### config.mk
export PLATFORM = sky130hd
export DESIGN_NAME = opcode_display_scanner
export DESIGN_NICKNAME = d
export VERILOG_FILES = /design/src/rtl/opcode_display_pkg.sv /design/src/rtl/opcode_bcd_converter.sv /design/src/rtl/opcode_display_scanner.sv
export SDC_FILE = /design/constraint.sdc
export NUM_CORES = 1
export LEC_CHECK = 0
export ABC_AREA = 1
export BUFFER_PORTS_ARGS = -buffer_cell sky130_fd_sc_hd__buf_4
export CORE_ASPECT_RATIO = 1.4
export CORE_UTILIZATION = 35
export DETAILED_ROUTE_END_ITERATION = 16
export GPL_ROUTABILITY_DRIVEN = 0
export GPL_TIMING_DRIVEN = 0
export SYNTH_ARGS = -nofsm -noshare
export SYNTH_HDL_FRONTEND = slang
export SYNTH_SLANG_ARGS = --single-unit
### constraint.sdc
create_clock -name clk_i -period 2.55 [get_ports clk_i]
set_input_delay 0.1275 -clock clk_i [delete_from_list [all_inputs] [get_ports clk_i]]
set_output_delay 0.1275 -clock clk_i [all_outputs]
set_load 0.05 [all_outputs]
### src/rtl/opcode_display_pkg.sv
// Shared definitions for the opcode label display: label width, the opcode
// to mnemonic-label table, active-low seven-segment patterns and the BCD
// converter state encoding.
package opcode_display_pkg;

  localparam int LABEL_W = 8;

  typedef struct packed {
    logic               valid;
    logic [LABEL_W-1:0] label;
  } label_entry_t;

  typedef enum logic {
    ST_IDLE,
    ST_CONV
  } conv_state_t;

  // Segments a..g on bits 0..6, active-low.
  localparam logic [6:0] SEG_0     = 7'b1000000;
  localparam logic [6:0] SEG_1     = 7'b1111001;
  localparam logic [6:0] SEG_2     = 7'b0100100;
  localparam logic [6:0] SEG_3     = 7'b0110000;
  localparam logic [6:0] SEG_4     = 7'b0011001;
  localparam logic [6:0] SEG_5     = 7'b0010010;
  localparam logic [6:0] SEG_6     = 7'b0000010;
  localparam logic [6:0] SEG_7     = 7'b1111000;
  localparam logic [6:0] SEG_8     = 7'b0000000;
  localparam logic [6:0] SEG_9     = 7'b0010000;
  localparam logic [6:0] SEG_DASH  = 7'b0111111;
  localparam logic [6:0] SEG_BLANK = 7'b1111111;

  // Opcodes 0..7 -> labels 1..8, opcode 9 -> 9, opcode 14 -> 10; all else invalid.
  function automatic label_entry_t label_lookup(input logic [31:0] opcode);
    label_entry_t e;
    e.valid = 1'b0;
    e.label = '0;
    if (opcode < 32'd8) begin
      e.valid = 1'b1;
      e.label = LABEL_W'(opcode) + LABEL_W'(1);
    end else if (opcode == 32'd9) begin
      e.valid = 1'b1;
      e.label = LABEL_W'(9);
    end else if (opcode == 32'd14) begin
      e.valid = 1'b1;
      e.label = LABEL_W'(10);
    end
    return e;
  endfunction

  function automatic logic [6:0] seg_digit(input logic [3:0] d);
    case (d)
      4'd0:    return SEG_0;
      4'd1:    return SEG_1;
      4'd2:    return SEG_2;
      4'd3:    return SEG_3;
      4'd4:    return SEG_4;
      4'd5:    return SEG_5;
      4'd6:    return SEG_6;
      4'd7:    return SEG_7;
      4'd8:    return SEG_8;
      4'd9:    return SEG_9;
      default: return SEG_DASH;
    endcase
  endfunction

endpackage

### src/rtl/opcode_bcd_converter.sv
// Shift-add-3 (double dabble) binary-to-BCD converter. A start in IDLE loads
// the label and runs LABEL_W shift cycles; done pulses for one cycle after the
// last shift while bcd_o holds the result. overflow_o flags a label that needs
// more than DIGITS decimal digits.
module opcode_bcd_converter
  import opcode_display_pkg::*;
#(
  parameter int DIGITS = 2
) (
  input  logic                  clk_i,
  input  logic                  rst_i,
  input  logic                  start_i,
  input  logic [LABEL_W-1:0]    label_i,
  output logic                  busy_o,
  output logic                  done_o,
  output logic [4*DIGITS-1:0]   bcd_o,
  output logic                  overflow_o
);

  // An 8-bit label needs three BCD digits; keep at least that many internally.
  localparam int NIB   = (DIGITS > 3) ? DIGITS : 3;
  localparam int CNT_W = $clog2(LABEL_W + 1);

  conv_state_t        state;
  logic [CNT_W-1:0]   count;
  logic [LABEL_W-1:0] label_q;
  logic [4*NIB-1:0]   bcd_q;
  logic [4*NIB-1:0]   bcd_shift;
  logic [3:0]         nib;
  logic               carry;

  // Adjust every nibble >= 5 by +3, then shift {bcd, label} left by one.
  // NOTE: every variable gets a value before any branch, so no latch is inferred.
  always_comb begin
    nib       = '0;
    carry     = label_q[LABEL_W-1];
    bcd_shift = '0;
    for (int i = 0; i < NIB; i++) begin
      nib = bcd_q[4*i +: 4];
      if (nib >= 4'd5) nib = nib + 4'd3;
      bcd_shift[4*i +: 4] = {nib[2:0], carry};
      carry = nib[3];
    end
  end

  // Conversion FSM with registered busy/done handshake.
  // NOTE: non-blocking assignments so every register samples pre-edge values.
  always_ff @(posedge clk_i) begin
    if (rst_i) begin
      state   <= ST_IDLE;
      count   <= '0;
      label_q <= '0;
      bcd_q   <= '0;
      busy_o  <= 1'b0;
      done_o  <= 1'b0;
    end else begin
      done_o <= 1'b0;
      case (state)
        ST_IDLE: begin
          if (start_i) begin
            state   <= ST_CONV;
            count   <= CNT_W'(LABEL_W);
            label_q <= label_i;
            bcd_q   <= '0;
            busy_o  <= 1'b1;
          end
        end
        ST_CONV: begin
          bcd_q   <= bcd_shift;
          label_q <= {label_q[LABEL_W-2:0], 1'b0};
          count   <= count - CNT_W'(1);
          if (count == CNT_W'(1)) begin
            state  <= ST_IDLE;
            busy_o <= 1'b0;
            done_o <= 1'b1;
          end
        end
        default: state <= ST_IDLE;
      endcase
    end
  end

  assign bcd_o = bcd_q[4*DIGITS-1:0];

  generate
    if (NIB > DIGITS) begin : g_ovf
      assign overflow_o = |bcd_q[4*NIB-1:4*DIGITS];
    end else begin : g_no_ovf
      assign overflow_o = 1'b0;
    end
  endgenerate

endmodule

### src/rtl/opcode_display_scanner.sv
// Opcode label display driver: captures an opcode on load, converts its label
// to BCD, commits digits and valid flag atomically, and time-multiplexes
// DIGITS digits onto one active-low segment bus.
// Optional feature macro: OPCODE_DISPLAY_BLINK_EN (invalid display blinks).
module opcode_display_scanner
  import opcode_display_pkg::*;
#(
  parameter int OPCODE_W   = 4,
  parameter int DIGITS     = 2,
  parameter int SCAN_DIV   = 50000,
  parameter int BLINK_LOG2 = 6
) (
  input  logic                clk_i,
  input  logic                rst_i,
  input  logic [OPCODE_W-1:0] opcode_i,
  input  logic                load_i,
  output logic                busy_o,
  output logic [6:0]          seg_o,
  output logic [DIGITS-1:0]   digit_sel_o
);

  localparam int IDX_W = (DIGITS > 1) ? $clog2(DIGITS) : 1;
  localparam int PRE_W = $clog2(SCAN_DIV);

  label_entry_t        entry;
  logic                load_ok;
  logic                conv_done;
  logic                conv_ovf;
  logic [4*DIGITS-1:0] conv_bcd;
  logic                valid_q;
  logic [4*DIGITS-1:0] disp_bcd;
  logic                disp_valid;
  logic [PRE_W-1:0]    presc;
  logic [IDX_W-1:0]    idx;
  logic                slot_wrap;
  logic [IDX_W-1:0]    idx_next;
  logic [4*DIGITS-1:0] bcd_next;
  logic                valid_next;
  logic [3:0]          digit_next;
  logic                blank_now;

  assign entry     = label_lookup(32'(opcode_i));
  assign load_ok   = load_i & ~busy_o;
  assign slot_wrap = (presc == PRE_W'(SCAN_DIV - 1));

  opcode_bcd_converter #(.DIGITS(DIGITS)) u_conv (
    .clk_i      (clk_i),
    .rst_i      (rst_i),
    .start_i    (load_i),
    .label_i    (entry.label),
    .busy_o     (busy_o),
    .done_o     (conv_done),
    .bcd_o      (conv_bcd),
    .overflow_o (conv_ovf)
  );

  // Post-edge scan index and display contents, so the registered outputs
  // reflect a wrap or a commit on the same edge it happens.
  always_comb begin
    idx_next = idx;
    if (slot_wrap) idx_next = (idx == IDX_W'(DIGITS - 1)) ? '0 : idx + IDX_W'(1);
    bcd_next   = disp_bcd;
    valid_next = disp_valid;
    if (conv_done) begin
      bcd_next   = conv_bcd;
      valid_next = valid_q & ~conv_ovf;
    end
    digit_next = bcd_next[3:0];
    for (int i = 0; i < DIGITS; i++)
      if (idx_next == IDX_W'(i)) digit_next = bcd_next[4*i +: 4];
  end

`ifdef OPCODE_DISPLAY_BLINK_EN
  logic [BLINK_LOG2:0] blink_cnt;
  logic [BLINK_LOG2:0] blink_next;

  assign blink_next = slot_wrap ? blink_cnt + 1'b1 : blink_cnt;
  assign blank_now  = blink_next[BLINK_LOG2];

  // Free-running count of scan-slot wraps; its top bit is the blink phase.
  always_ff @(posedge clk_i) begin
    if (rst_i) blink_cnt <= '0;
    else       blink_cnt <= blink_next;
  end
`else
  // Blink not built: an invalid display is a steady dash.
  assign blank_now = 1'b0 & (BLINK_LOG2 > 0);
`endif

  // Capture, display register, prescaler/scan and registered digit mux.
  always_ff @(posedge clk_i) begin
    if (rst_i) begin
      presc       <= '0;
      idx         <= '0;
      valid_q     <= 1'b0;
      disp_bcd    <= '0;
      disp_valid  <= 1'b0;
      seg_o       <= SEG_DASH;
      digit_sel_o <= ~DIGITS'(1);
    end else begin
      presc       <= slot_wrap ? '0 : presc + PRE_W'(1);
      idx         <= idx_next;
      if (load_ok) valid_q <= entry.valid;
      disp_bcd    <= bcd_next;
      disp_valid  <= valid_next;
      digit_sel_o <= ~(DIGITS'(1) << idx_next);
      if (valid_next) seg_o <= seg_digit(digit_next);
      else            seg_o <= blank_now ? SEG_BLANK : SEG_DASH;
    end
  end

endmodule

==> flow_summary_export.csv, run 1 <==
group,metric,value,unit
status,status,"finished clean",
timing,skew,0.00791,ns
finish,synthToLayoutAreaGrowth,19.3,%
place,hpwl,4640,um
timing,finalSetupViolations,0,
drt,post-route-drc-count,0,
clocking,clk_pin_slew,0.05,ns
finish,final_cell_mix,"88 x nand2_1, 62 x dfxtp_1, 53 x inv_1",
global_route,grt_pass1_wl,10800,um
power,combPwrFrac,6.1,%
floorplanning,io_pins,17,
timing,slew_headroom,62.8,%
global_route,antenna_found_initial,0,
power,p_seq_share,38.6,%
floorplanning,start_util,36.1,%
clocking,ctsResizeCount,0,
drt,wl_per_cell,11.4,um
clocking,cts_setup_buffers,0,
drt,vias,2622,
clocking,clockBufferDepth,2,
global_route,grt_pass1_vias,2543,
drt,drtIter0Drc,82,
timing,fin_crit_sh,79.0,%
power,switching_power,0.559,mW
finish,diodes,0,
timing,post-route-min-period,2.01,ns
global_route,grt_overflow_total,0,
finish,fin_nets,467,
timing,hold_viol,0,
clocking,clockRootBuffer,"clkbuf_16",
place,dp_cells,536,
global_route,grt_max_degree,12,
critical_path,r2r_slack,0.54,ns
floorplanning,rows,40,
yosys,netlist.area_leader.share,39.9,%
yosys,synth-async-reset-ratio,0,%
critical_path,cp-end-kind,"flop",
drt,wl,6300,um
yosys,synthCells,416,
drt,ant_nets,0,
yosys,synth_seq_cells,62,
critical_path,crit_chain,"ha_1 > nand3_2 > nor2_4 > nand2_2 > nand2_4 > nand2_4 > nand2_1 > nand2_1 > ha_1 > nand3_1 > nand3_1 > nand2_1",
yosys,synth-seq-area-share,39.9,%
clocking,htree_levels,3,
place,dpl_cell_area,3360,um2
timing,fin_tns_setup,0,ns
yosys,synth_top_cell_by_area,"dfxtp_1",
floorplanning,die_area,9280,um2
timing,whs,0.0582,ns
critical_path,cpPeakStageDelay,0.35,ns
critical_path,timing_worst_setup_path_type,"flop to flop",
critical_path,required,2.77,ns
drt,first_pass_iters,4,
yosys,syn_area,3110,um2
flow_run,drv_cap,0,
clocking,insertion_delay,0.33,ns
worst_hold_path,hp-class,"primary input to flop",
clocking,cts_hold_buf,0,
finish,layout-drive-gt1-share,13.0,%
power,power.density,703,nW/um2
global_route,grt_usage,15.3,%
critical_path,cp.arrival,2.23,ns
critical_path,cpMostUsedCell,"nand2_1",
critical_path,start_kind,"flop",
floorplanning,core-area,8610,um2
yosys,yosysWarnings,0,
finish,design_area,3710,um2
clocking,cts_tree,"done",
yosys,synth_edf_count,0,
finish,nFillCells,877,
power,internal-power,2.05,mW
critical_path,slowest_stage,"dfxtp_1",
timing,slew_viol_final,0,
place,io_buffers,15,
power,power_frac_clock,55.3,%
yosys,yosysUniqueCellTypes,32,
floorplanning,die_w,81.7,um
power,switching_share,21.4,%
yosys,syn_nets,441,
clocking,cts-buffers-inserted,9,
critical_path,path_max_fanout,6,
timing,rsz0062_at_grt,"no",
finish,fin_cells,552,
timing,worstMarginPinSlew,0.552,ns
power,p_leak,1.49,nW
clocking,clock_sinks,62,
yosys,ys_top_cells_by_area,"dfxtp_1 40%, nand2_1 11%, ha_1 7.2%",
yosys,synth_ff_type,"dfxtp_1",
yosys,syn_avg_cell_area,7.48,um2
finish,final_common_cell,"nand2_1",
timing,fmax,497,MHz
floorplanning,die_y,114,um
drt,routed_via_density,4.75,
power,peakVddDrop,463,uV
-- power by group through the flow --
stage / clock [mW] / sequential, mW / combinational, mW
3_3_place_gp: 0 / 1.03 / 0.158
5_1_grt: 1.51 / 1.01 / 0.181
4_1_cts: 1.47 / 1.01 / 0.162
2_1_floorplan: 0 / 1.04 / 0.0967
6_report: 1.44 / 1.01 / 0.160
3_5_place_dp: 0 / 1.03 / 0.161
-- cell usage after synthesis, drive strengths merged, types with 3 or more instances --
library cell / instances
xor2: 7
nor4: 3
a21oi: 29
nand2: 99
nand4: 8
clkbuf: 8
inv: 53
a31oi: 7
nor3: 5
ha: 18
o21ai: 19
dfxtp: 62
buf: 4
nand3: 39
nor2: 44
-- per-stage QoR --
stage	worst slack [ns]	power [mW]	util (%)
6_report	0.536	2.61	43.1
5_1_grt	0.315	2.70	43.1
4_1_cts	0.518	2.63	43.1
3_5_place_dp	0.524	1.19	39.0
3_3_place_gp	0.552	1.18	39.0
2_1_floorplan	0.712	1.14	-
-- final timing paths --
check                           depth (start not counted)       end         from
worst max-delay path                                   12  seg_o[3]     presc[0]
worst min-delay path                                    2   valid_q  opcode_i[3]
worst min register to register                          1  presc[0]     presc[0]
worst max register to register                         12  seg_o[3]     presc[0]
-- sequential cells by signal (all words and copies together) (netlist names) --
signal and count:
u_conv.state 1, u_conv.bcd_q 12, seg_o 7, disp_valid 1, u_conv.busy_o 1, presc 16, u_conv.done_o 1, u_conv.label_q 8
u_conv.count 4, digit_sel_o 2, disp_bcd 8, valid_q 1
-- worst max-delay path: cells and delay by family, from the launching register on --
family	cells	cell delay (ns)
simple gates	10	1.03
fa+ha+maj	2	0.52
flops	1	0.35
-- logic make-up (layout without fill, tap and decap cells) --
kind of cell               count (synthesis)  after routing  synth area share, %
and+or+nand+nor                          200            200                 31.2
AOI/OAI and AO/OA                         62             62                 11.3
DFF                                       62             62                 39.9
adders and majority gates                 18             18                 7.24
buffers and inverters                     66             97                 8.20
xor gates and xnor gates                   8              8                 2.25
-- final cells by class --
class | instances | area, um2 | share of cell area (%)
Sequential cell | 62 | 1240 | 33.4
Multi-Input combinational cell | 288 | 1620 | 43.5
Inverter | 54 | 203 | 5.46
Timing Repair Buffer | 15 | 113 | 3.03
Buffer | 12 | 52.6 | 1.42
Tap cell | 105 | 131 | 3.54
Clock buffer | 11 | 253 | 6.81
Clock inverter | 5 | 105 | 2.83
-- per-layer routing --
layer  GRT usage, %  routed length (um)
met5              0                   0
met1           17.0                2830
met3           4.40                 223
met4           7.25                 128
met2           26.3                3120
Note: power is estimated with default switching activity, not from simulation.
==> run 2: changes to the inputs <==
clock period = 1.95 ns   (was 2.55 ns; I/O delays follow)
==> flow_summary_export.csv, run 2 (same netlist as run 1, synthesis figures left out) <==
group,metric,value,unit
global_route,grt_overflow_total,0,
clocking,insertion_delay,0.33,ns
flow_run,drv_cap,0,
global_route,grt_pass1_vias,2544,
power,combPwrFrac,6.4,%
floorplanning,die_y,114,um
power,p_seq_share,38.5,%
power,switching_power,0.739,mW
status,status,"finished clean",
worst_hold_path,hp-class,"primary input to flop",
worst_hold_path,hp-start,"opcode_i[3]",
timing,rsz0062_at_grt,"yes",
power,power_frac_clock,55.1,%
drt,wl_per_cell,11.6,um
clocking,clk_pin_slew,0.05,ns
power,internal-power,2.69,mW
power,power.density,898,nW/um2
global_route,grt_usage,15.3,%
drt,routed_via_density,4.75,
critical_path,rr_endpoint,"seg_o[3]",
global_route,grt_max_degree,12,
power,switching_share,21.5,%
finish,fin_util,44.3,%
timing,slew_viol_final,0,
worst_hold_path,whs_path_depth,2,
floorplanning,rows,40,
timing,fin_tns_setup,0,ns
floorplanning,die_w,81.7,um
finish,layout-drive-gt1-share,16.0,%
drt,drtIter0Drc,87,
clocking,clockBufferDepth,2,
critical_path,start_kind,"flop",
drt,first_pass_iters,4,
critical_path,timing_worst_setup_path_type,"flop to flop",
critical_path,path_max_fanout,6,
floorplanning,start_util,36.1,%
global_route,grt_pass1_wl,10800,um
clocking,cts-buffers-inserted,9,
finish,design_area,3820,um2
critical_path,r2r_cells,12,
timing,fmax,540,MHz
floorplanning,core-area,8610,um2
finish,final_common_cell,"nand2_1",
floorplanning,die_area,9280,um2
global_route,antenna_found_initial,0,
timing,skew,0.00711,ns
clocking,cts_tree,"done",
finish,regArea,1240,um2
power,p_leak,1.54,nW
timing,hold_viol,0,
critical_path,r2r_slack,0.1,ns
floorplanning,io_pins,17,
finish,largest_reg_flops,16,
drt,wl,6500,um
clocking,htree_levels,3,
power,p_total,3.43,mW
finish,reg.largest.list,"presc (16), u_conv.bcd_q (12)",
drt,vias,2660,
timing,worstMarginPinSlew,0.559,ns
drt,post-route-drc-count,0,
timing,fin_crit_sh,95.0,%
finish,synthToLayoutAreaGrowth,22.7,%
finish,nFillCells,868,
finish,diodes,0,
clocking,clock_sinks,62,
drt,ant_nets,0,
finish,final_cell_mix,"87 x nand2_1, 59 x dfxtp_1, 53 x inv_1",
place,dpl_cell_area,3360,um2
timing,finalSetupViolations,0,
power,peakVddDrop,639,uV
finish,regMostFlops,"presc",
critical_path,r2r-start,"presc[0]",
critical_path,cp.arrival,2.07,ns
critical_path,cp-end-kind,"flop",
place,io_buffers,15,
finish,multi_input_area,1650,um2
clocking,clockRootBuffer,"clkbuf_16",
critical_path,required,2.17,ns
finish,fin_nets,475,
timing,post-route-min-period,1.85,ns
timing,slew_headroom,62.4,%
place,hpwl,4640,um
worst_hold_path,hold_end,"valid_q",
clocking,cts_hold_buf,0,
==> run 2: changes by cell type in the layout (fill, tap and decap cells not counted), sizes merged <==
cell and delta:
buf +8
==> run 2: repair_timing <==
action,in CTS,in global routing
setup endpoints to repair,5,6
cloned,0,0
pin swaps,2,6
setup buffers,1,8
resized for setup,3,7
==> run 2: worst max-delay path by stage <==
stage | startpoint | endpoint | slack, ns
floorplan | presc[0] | seg_o[3] | 0.11
global placement | presc[0] | seg_o[3] | -0.05
detailed placement | presc[0] | seg_o[0] | -0.08
CTS | presc[0] | seg_o[0] | 0.003
global route | presc[0] | seg_o[5] | -0.04
finish | presc[0] | seg_o[3] | 0.1
==> run 2: metal layers <==
metal  GRT usage, %  share of wire (%)  up-vias
met5              0                  0        -
met4           7.02                2.0        0
met2           26.4                 50       34
met1           17.0                 44     1210
li1               -                  -     1410
met3           4.32                3.5        6
==> run 2: cell type report <==
class | instances | share of cell area, %
Buffer | 11 | 1.25
Timing Repair Buffer | 24 | 4.72
Tap cell | 105 | 3.44
Clock buffer | 11 | 6.62
Clock inverter | 5 | 2.75
Multi-Input combinational cell | 288 | 43.3
Inverter | 54 | 5.31
Sequential cell | 62 | 32.6
==> run 2: power by group through the flow <==
stage | Clock (mW) | Combinational (mW) | Sequential [mW]
after global routing | 1.97 | 0.246 | 1.32
after CTS | 1.92 | 0.214 | 1.32
after detailed placement | 0 | 0.211 | 1.34
final | 1.89 | 0.218 | 1.32
after global placement | 0 | 0.207 | 1.34
after floorplan | 0 | 0.126 | 1.36
==> run 2: stage by stage <==
stage          worst slack (ns)  hold slack, ns  instances
2_1_floorplan             0.112           0.206        416
3_3_place_gp            -0.0481           0.355        536
3_5_place_dp            -0.0761           0.360        536
4_1_cts                 0.00332          0.0214        553
5_1_grt                 -0.0423          0.0396        560
6_report                 0.0967          0.0267        560
==> run 2: worst max-delay path, cell delays in order, from the launching register on <==
cell	delay (ns)
dfxtp_2	0.35
ha_4	0.15
nand3_4	0.10
nor2_4	0.16
nand2_2	0.09
nand2_4	0.12
nand2_4	0.08
nand2_1	0.08
nand2_2	0.09
ha_1	0.28
nand3_1	0.09
nand3_1	0.09
nand2_1	0.05
==> run 3: changes to the inputs <==
CELL_PAD_IN_SITES_DETAIL_PLACEMENT = 0   (was default)
CELL_PAD_IN_SITES_GLOBAL_PLACEMENT = 1   (was default)
PLACE_DENSITY_LB_ADDON = 0.1   (was default)
==> flow_summary_export.csv, run 3 (same netlist as run 1, synthesis figures left out) <==
group,metric,value,unit
drt,wl,6740,um
place,io_buffers,15,
clocking,clockRootBuffer,"clkbuf_16",
finish,regMostFlops,"presc",
clocking,cts_hold_buf,0,
finish,nFillCells,892,
drt,first_pass_iters,4,
clocking,cts-buffers-inserted,9,
drt,post-route-drc-count,0,
finish,layout-drive-gt1-share,17.5,%
finish,final_common_cell,"nand2_1",
critical_path,timing_worst_setup_path_type,"flop to flop",
status,status,"finished clean",
drt,ant_nets,0,
finish,reg.largest.list,"presc (16), u_conv.bcd_q (12)",
global_route,grt_pass1_wl,11600,um
critical_path,start_kind,"flop",
critical_path,cp-end-kind,"flop",
finish,diodes,0,
place,dp_cells,536,
finish,multi_input_area,1680,um2
floorplanning,die_w,81.7,um
floorplanning,start_util,36.1,%
finish,synthToLayoutAreaGrowth,22.0,%
floorplanning,io_pins,17,
finish,design_area,3800,um2
worst_hold_path,hp-class,"primary input to flop",
floorplanning,core-area,8610,um2
timing,whs,0.0445,ns
finish,regArea,1250,um2
clocking,clk_pin_slew,0.05,ns
timing,hold_viol,0,
clocking,htree_levels,3,
global_route,grt_max_degree,11,
timing,slew_headroom,61.7,%
timing,fin_tns_setup,0,ns
global_route,grt_pass1_vias,2583,
finish,fin_util,44.1,%
timing,worstMarginPinSlew,0.569,ns
global_route,antenna_found_initial,0,
finish,largest_reg_flops,16,
power,peakVddDrop,486,uV
finish,fin_cells,562,
place,hpwl,5100,um
timing,fmax,542,MHz
floorplanning,rows,40,
flow_run,drv_cap,0,
timing,skew,0.00639,ns
timing,finalSetupViolations,0,
clocking,insertion_delay,0.32,ns
global_route,grt_usage,16.3,%
finish,final_cell_mix,"86 x nand2_1, 56 x dfxtp_1, 51 x inv_1",
drt,wl_per_cell,12.0,um
drt,drtIter0Drc,71,
drt,routed_via_density,4.76,
clocking,clock_sinks,62,
power,power.density,799,nW/um2
clocking,cts_tree,"done",
timing,slew_viol_final,0,
floorplanning,die_area,9280,um2
clocking,clockBufferDepth,2,
finish,fin_nets,478,
critical_path,required,2.15,ns
place,dpl_cell_area,3360,um2
timing,fin_crit_sh,94.7,%
power,p_leak,1.53,nW
global_route,grt_overflow_total,0,
critical_path,path_max_fanout,6,
drt,vias,2674,
floorplanning,die_y,114,um
critical_path,cp.arrival,2.05,ns
timing,post-route-min-period,1.85,ns
[run 3: cell types whose count changed in the layout (fill, tap and decap cells not counted), moves of 2 or more]
cell,change
bufinv_16,-3
clkinvlp_4,-2
buf_4,+3
clkbuf_8,+2
dfxtp_2,+3
nand2_4,+2
inv_2,+2
dfxtp_1,-3
inv_1,-2
clkbuf_1,+2
[run 3: worst paths after layout]
kind | start | endpoint | slack (ns) | depth (start not counted)
setup / recovery | presc[1] | seg_o[3] | 0.10 | 12
hold / removal | opcode_i[3] | valid_q | 0.04 | 2
setup reg to reg | presc[1] | seg_o[3] | 0.10 | 12
hold reg to reg | u_conv.label_q[6] | u_conv.label_q[7] | 0.46 | 2
[run 3: stage by stage]
stage	power, mW	setup WS, ns
after floorplan	1.49	0.112
after global placement	1.56	-0.0815
after detailed placement	1.56	-0.135
after CTS	3.09	0.0171
after global routing	3.18	-0.0142
final	3.03	0.104
[run 3: report_power, final]
| group | total [mW] | leakage (nW) | internal (mW) | switching, mW |
|---|---|---|---|---|
| clock network | 1.49 | 0.142 | 0.991 | 0.501 |
| registers | 1.32 | 0.505 | 1.30 | 0.0206 |
| logic | 0.221 | 0.883 | 0.0739 | 0.147 |
| total | 3.03 | 1.53 | 2.37 | 0.669 |
[run 3: area by class of cell]
cell class | instances | share of cell area (%)
Inverter | 54 | 5.34
Tap cell | 105 | 3.46
Clock buffer | 15 | 7.58
Multi-Input combinational cell | 288 | 44.1
Sequential cell | 62 | 32.9
Buffer | 11 | 1.25
Timing Repair Buffer | 27 | 5.34
[run 3: routing by layer]
| layer | vias to the layer above | part of all wire [%] | track usage [%] |
|---|---|---|---|
| li1 | 1420 | - | - |
| met1 | 1225 | 43 | 18.3 |
| met4 | 0 | 1.2 | 5.96 |
| met3 | 6 | 2.2 | 3.12 |
| met5 | - | 0 | 0 |
| met2 | 23 | 53 | 29.5 |
[run 3: timing repair]
action	CTS	global route
endpoints found under the setup margin	7	6
setup buffers	1	11
pin swaps	4	6
resized for setup	6	15
[run 3: critical path, stage by stage (launching register included)]
cell     delay (ns)
dfxtp_2        0.35
ha_4           0.16
nand3_4        0.11
nor2_4         0.16
nand2_2        0.09
nand2_4        0.12
nand2_4        0.09
nand2_2        0.08
nand2_4        0.07
ha_1           0.27
nand3_1        0.09
nand3_1        0.09
nand2_1        0.05
